**src/rtl/mac_ctrl_pkg.sv**
```systemverilog
// Shared types for the MAC group sequencer: FSM state encoding and the
// helper that sizes the pipeline-drain counter from the MAC latency.
package mac_ctrl_pkg;

    typedef enum logic [2:0] {
        IDLE,
        CLEAR,
        FEED,
        DRAIN,
        OUT
    } state_t;

    // Bits needed to count 0..mac_lat inclusive.
    function automatic int drain_cnt_width(input int mac_lat);
        return (mac_lat < 1) ? 1 : $clog2(mac_lat + 1);
    endfunction

endpackage

```
**src/rtl/mac_ctrl.sv**
```systemverilog
// Job sequencer for a GROUP_NB-lane MAC group: clear, stream beats, drain, hand off.
// Optional MAC_CTRL_RELU_EN clamps negative lanes to zero at result capture.
module mac_ctrl
    import mac_ctrl_pkg::*;
#(
    parameter int GROUP_NB  = 4,
    parameter int IMG_WIDTH = 16,
    parameter int KER_WIDTH = 16,
    parameter int LEN_WIDTH = 12,
    parameter int MAC_LAT   = 6,
    localparam int RESULT_WIDTH = IMG_WIDTH + KER_WIDTH + 1
) (
    input  logic                             clk,
    input  logic                             rst,
    input  logic [LEN_WIDTH-1:0]             cfg_len,
    input  logic                             cfg_valid,
    output logic                             cfg_ready,
    input  logic [GROUP_NB*IMG_WIDTH-1:0]    str_img,
    input  logic [GROUP_NB*KER_WIDTH-1:0]    str_ker,
    input  logic                             str_valid,
    output logic                             str_ready,
    output logic                             mac_rst,
    output logic [GROUP_NB*IMG_WIDTH-1:0]    mac_img,
    output logic [GROUP_NB*KER_WIDTH-1:0]    mac_ker,
    output logic                             mac_val,
    input  logic [GROUP_NB*RESULT_WIDTH-1:0] mac_result,
    output logic [GROUP_NB*RESULT_WIDTH-1:0] out_data,
    output logic                             out_valid,
    input  logic                             out_ready,
    output logic                             busy
);

    localparam int WCW = drain_cnt_width(MAC_LAT);

    state_t                            state_q, state_d;
    logic [LEN_WIDTH-1:0]              len_q, len_d;
    logic [LEN_WIDTH-1:0]              beat_cnt_q, beat_cnt_d;
    logic [WCW-1:0]                    wait_cnt_q, wait_cnt_d;
    logic                              mac_rst_q, mac_rst_d;
    logic [GROUP_NB*IMG_WIDTH-1:0]     mac_img_q, mac_img_d;
    logic [GROUP_NB*KER_WIDTH-1:0]     mac_ker_q, mac_ker_d;
    logic                              mac_val_q, mac_val_d;
    logic [GROUP_NB*RESULT_WIDTH-1:0]  out_data_q, out_data_d;
    logic                              out_valid_q, out_valid_d;
    logic [GROUP_NB*RESULT_WIDTH-1:0]  capture;
    logic [LEN_WIDTH-1:0]              beat_inc;

    genvar gi;
    generate
        for (gi = 0; gi < GROUP_NB; gi++) begin : g_lane
`ifdef MAC_CTRL_RELU_EN
            assign capture[gi*RESULT_WIDTH +: RESULT_WIDTH] =
                mac_result[gi*RESULT_WIDTH + RESULT_WIDTH - 1] ? '0
                                                               : mac_result[gi*RESULT_WIDTH +: RESULT_WIDTH];
`else
            assign capture[gi*RESULT_WIDTH +: RESULT_WIDTH] = mac_result[gi*RESULT_WIDTH +: RESULT_WIDTH];
`endif
        end
    endgenerate

    assign beat_inc = beat_cnt_q + LEN_WIDTH'(1);

    always_comb begin
        state_d     = state_q;
        len_d       = len_q;
        beat_cnt_d  = beat_cnt_q;
        wait_cnt_d  = wait_cnt_q;
        mac_img_d   = mac_img_q;
        mac_ker_d   = mac_ker_q;
        mac_val_d   = 1'b0;
        out_data_d  = out_data_q;
        out_valid_d = out_valid_q;
        case (state_q)
            IDLE: begin
                if (cfg_valid) begin
                    len_d      = cfg_len;
                    beat_cnt_d = '0;
                    state_d    = CLEAR;
                end
            end
            CLEAR: begin
                wait_cnt_d = '0;
                state_d    = (len_q == '0) ? DRAIN : FEED;
            end
            FEED: begin
                if (str_valid) begin
                    mac_img_d  = str_img;
                    mac_ker_d  = str_ker;
                    mac_val_d  = 1'b1;
                    beat_cnt_d = beat_inc;
                    if (beat_inc == len_q) begin
                        wait_cnt_d = '0;
                        state_d    = DRAIN;
                    end
                end
            end
            DRAIN: begin
                // Capture lands MAC_LAT+1 cycles after the last operand beat.
                if (wait_cnt_q == WCW'(MAC_LAT)) begin
                    out_data_d  = capture;
                    out_valid_d = 1'b1;
                    state_d     = OUT;
                end else begin
                    wait_cnt_d = wait_cnt_q + WCW'(1);
                end
            end
            OUT: begin
                if (out_ready) begin
                    out_valid_d = 1'b0;
                    state_d     = IDLE;
                end
            end
            default: state_d = IDLE;
        endcase
        mac_rst_d = (state_d == CLEAR);
    end

    always_ff @(posedge clk or negedge rst) begin
        if (!rst) begin
            state_q     <= IDLE;
            len_q       <= '0;
            beat_cnt_q  <= '0;
            wait_cnt_q  <= '0;
            mac_rst_q   <= 1'b1;
            mac_img_q   <= '0;
            mac_ker_q   <= '0;
            mac_val_q   <= 1'b0;
            out_data_q  <= '0;
            out_valid_q <= 1'b0;
        end else begin
            state_q     <= state_d;
            len_q       <= len_d;
            beat_cnt_q  <= beat_cnt_d;
            wait_cnt_q  <= wait_cnt_d;
            mac_rst_q   <= mac_rst_d;
            mac_img_q   <= mac_img_d;
            mac_ker_q   <= mac_ker_d;
            mac_val_q   <= mac_val_d;
            out_data_q  <= out_data_d;
            out_valid_q <= out_valid_d;
        end
    end

    assign cfg_ready = (state_q == IDLE);
    assign str_ready = (state_q == FEED);
    assign busy      = (state_q != IDLE);
    assign mac_rst   = mac_rst_q;
    assign mac_img   = mac_img_q;
    assign mac_ker   = mac_ker_q;
    assign mac_val   = mac_val_q;
    assign out_data  = out_data_q;
    assign out_valid = out_valid_q;

endmodule

```
**config.mk**
```make
export PLATFORM = sky130hd
export DESIGN_NAME = mac_ctrl
export DESIGN_NICKNAME = d
export VERILOG_FILES = /design/src/rtl/mac_ctrl_pkg.sv /design/src/rtl/mac_ctrl.sv
export SDC_FILE = /design/constraint.sdc
export NUM_CORES = 1
export LEC_CHECK = 0
export CORE_AREA = 8 8 204 206
export DETAILED_ROUTE_END_ITERATION = 6
export DIE_AREA = 0 0 212 214
export PLACE_DENSITY = 0.6
export SLEW_MARGIN = 5
export SYNTH_ARGS = -nofsm -noshare
export SYNTH_HDL_FRONTEND = slang
export SYNTH_SLANG_ARGS = --single-unit
```
**constraint.sdc**
```tcl
create_clock -name clk -period 2.4 [get_ports clk]
set_input_delay 0.6 -clock clk [delete_from_list [all_inputs] [get_ports clk]]
set_output_delay 0.6 -clock clk [all_outputs]
set_load 0.02 [all_outputs]
```
==> flow_summary_export.csv <==
group,metric,value,unit
detailed_routing,drt_iter0_drc,348,
synthesis,synth_area_per_cell,11.2,µm²
layout,final_cell_mix,"clkdlybuf4s50_1 (538), nand2_1 (404), dfrtp_1 (291)",
power_and_ir_drop,p_leak,8.68,nW
clock_tree,clockBufferDepth,3,
critical_path,path_max_fanout,8,
grt,grt_antenna_before_repair,5,
clock_tree,clkLatencyLatePin,0.54,ns
synthesis,ys_seq_area_share,63.4,%
layout,drive_gt1_share,15.1,%
synthesis,ys.flop_type,"dfrtp_1",
run,max_cap_violations,0,
grt,grt_usage,18.4,%
sta,slew_headroom,46.6,%
sta,skew,0.0203,ns
critical_path,cp.buffers_inverters,2,
detailed_routing,drt_wl_total,42900,µm
critical_path,cp.required,1.80,ns
power_and_ir_drop,powerDensity,1390,mW/mm²
synthesis,synth-edff-count,0,
power_and_ir_drop,p_total,26.4,mW
sta,slew_violations,0,
critical_path,crit_chain,"buf_4 > nor3_1 > dlygate4sd1_1",
clock_tree,clock_sinks,293,
layout,fin_cells,2130,
critical_path,worst_path_largest_cell_delay,0.37,ns
clock_tree,h-tree-depth,2,
clock_tree,cts_root_buf,"clkbuf_16",
floorplan,placementRows,72,
layout,area_growth,63.7,%
detailed_routing,ant_nets,0,
critical_path,crit_arrival,1.69,ns
detailed_routing,vias,9516,
critical_path,cp-start-kind,"flop",
critical_path,crit_path_top_delay_cell,"dfrtp_1",
sta,min_period,2.29,ns
detailed_routing,drtPass1Iterations,4,
sta,fmax,437,MHz
sta,post-route-period-util,95.3,%
synthesis,ys_ff_latch,293,
layout,final_nets,1863,
placed_design,place_hpwl,32700,µm
placed_design,placed_cells,2064,
clock_tree,cts_tree,"yes",
sta,worst_pin_slew,0.798,ns
floorplan,ios,543,
synthesis,synth_nets,1311,
placed_design,post-place-ws,0.0521,ns
power_and_ir_drop,vdd_drop_max,0.786,mV
synthesis,ys_top_cells_by_area,"dfrtp_1 (63%), mux2_2 (14%), nand2_1 (13%), buf_2 (1.0%), clkbuf_1 (0.78%)",
placed_design,port_buffers,542,
placed_design,place_congestion,0.821,
layout,final_common_cell,"clkdlybuf4s50_1",
min_path,hold_path_class,"in -> async",
synthesis,synth-async-reset-ratio,100,%
synthesis,yosys.area.top_type,"dfrtp_1",
status,status,"complete, no violations",
grt,grt_pass1_vias,9745,
grt,grt_pass1_wl,63900,µm
synthesis,syn_area,0.0116,mm²
floorplan,initial_core_util,30.2,%
floorplan,die_x,212,µm
critical_path,end_kind,"output port",
synthesis,synthDistinctLibCells,51,
synthesis,synthCells,1031,
grt,grt_max_degree,136,
critical_path,critPathTopFamily,"buffers and inverters",
sta,setup-tns-final,0,ns
critical_path,crit_type,"reg -> out",
floorplan,dieArea,0.0454,mm²
sta,rsz0062_at_grt,"false",
detailed_routing,vias_per_cell,4.47,
clock_tree,clk_pin_slew_worst_paths,0.06,ns
sta,layout_setup_ws,0.113,ns
sta,hold_violations,0,
clock_tree,numCtsBuffers,35,
floorplan,fp.coreArea,0.0383,mm²
detailed_routing,wl_per_cell,20.1,µm
detailed_routing,remaining_drc_errors,0,
floorplan,die_y,214,µm
synthesis,synth_top_area_share,63.2,%
grt,grt_overflow,0,
sta,setup_viol,0,
synthesis,yosysWarnings,0,
-- where the power goes --
group          leakage, nW  total [mW]  switching, mW  internal, mW
clock                0.590        5.42           2.10          3.32
combinational         4.35        12.4           6.52          5.84
sequential            3.73        8.60           1.32          7.28
-- sequential cells by signal, indices dropped and copies added (netlist names) --
register / flops
len_q: 12
out_valid: 1
mac_rst: 1
state_q: 3
mac_ker: 64
mac_img: 64
wait_cnt_q: 3
mac_val: 1
out_data: 132
beat_cnt_q: 12
-- synthesized netlist by cell type, types with 3 or more instances --
master,n
and3_1,6
nand2_1,405
buf_2,24
xor2_1,6
nor2b_1,4
nand4_1,4
o21ai_1,4
xnor2_1,5
nor4_1,3
inv_1,6
ha_1,3
dfrtp_1,292
nor2_1,13
a21oi_1,11
buf_1,7
mux2_2,143
nor3_1,4
o21ai_0,16
nand3_1,6
a211oi_1,3
o22ai_1,4
o31ai_1,5
clkbuf_1,24
-- metrics by stage --
step | util [%] | hold slack, ns | cell area, µm²
5_1_grt | 49.5 | 0.0203 | 18900
2_1_floorplan | - | 0.304 | 11600
6_report | 49.5 | 0.0109 | 18900
4_1_cts | 49.5 | 0.00439 | 18900
3_5_place_dp | 46.4 | 0.461 | 17800
3_3_place_gp | 46.4 | 0.457 | 17800
-- timing repair --
item | 4_1_cts | 5_1_grt
buffers inserted | 0 | 0
pin swaps | 0 | 0
endpoints found under the setup margin | 3 | 4
hold endpoints to repair | 0 | 0
resized for setup | 5 | 7
hold buffers | 0 | 0
cloned | 0 | 0
-- per-layer routing --
layer | track usage, % | vias up | routed length [µm]
li1 | - | 4494 | -
met1 | 21.1 | 4583 | 16700
met2 | 31.2 | 377 | 20900
met3 | 7.40 | 58 | 4250
met4 | 5.65 | 4 | 981
met5 | 0 | - | 26
-- worst paths after layout --
| check | start | endpoint | slack, ns | cells past startpoint |
|---|---|---|---|---|
| worst max-delay path | state_q[0] | str_ready | 0.11 | 3 |
| worst min-delay path | rst | out_data[101] | 0.01 | 1 |
| worst max register to register | beat_cnt_q[4] | wait_cnt_q[2] | 0.13 | 6 |
| worst min register to register | mac_img[51] | mac_img[51] | 0.47 | 2 |
| max in group asynchronous | rst | mac_ker[45] | 1.68 | 2 |
| min in group clk | mac_img[51] | mac_img[51] | 0.47 | 2 |
-- final cells by class --
type / count / area, µm²
diodes: 3 / 7.51
clock buffers: 54 / 1080
clock inverters: 9 / 110
fillers: 3522 / 19300
inverters: 7 / 28.8
multi-input cells: 674 / 3980
flip-flops and latches: 293 / 7330
well taps: 518 / 648
repair buffers: 572 / 5760
-- cell families after synthesis --
logic type               after synthesis  share of synthesized area (%)
AO/OA/AOI/OAI                         59                           3.23
XOR/XNOR                              11                          0.833
adder cells (fa/ha/maj)                3                          0.324
buffers and inverters                 64                           2.40
flip-flops                           293                           63.4
multiplexers                         143                           13.9
AND/OR/NAND/NOR                      458                           15.9
Note: power is estimated with default switching activity, not from simulation.
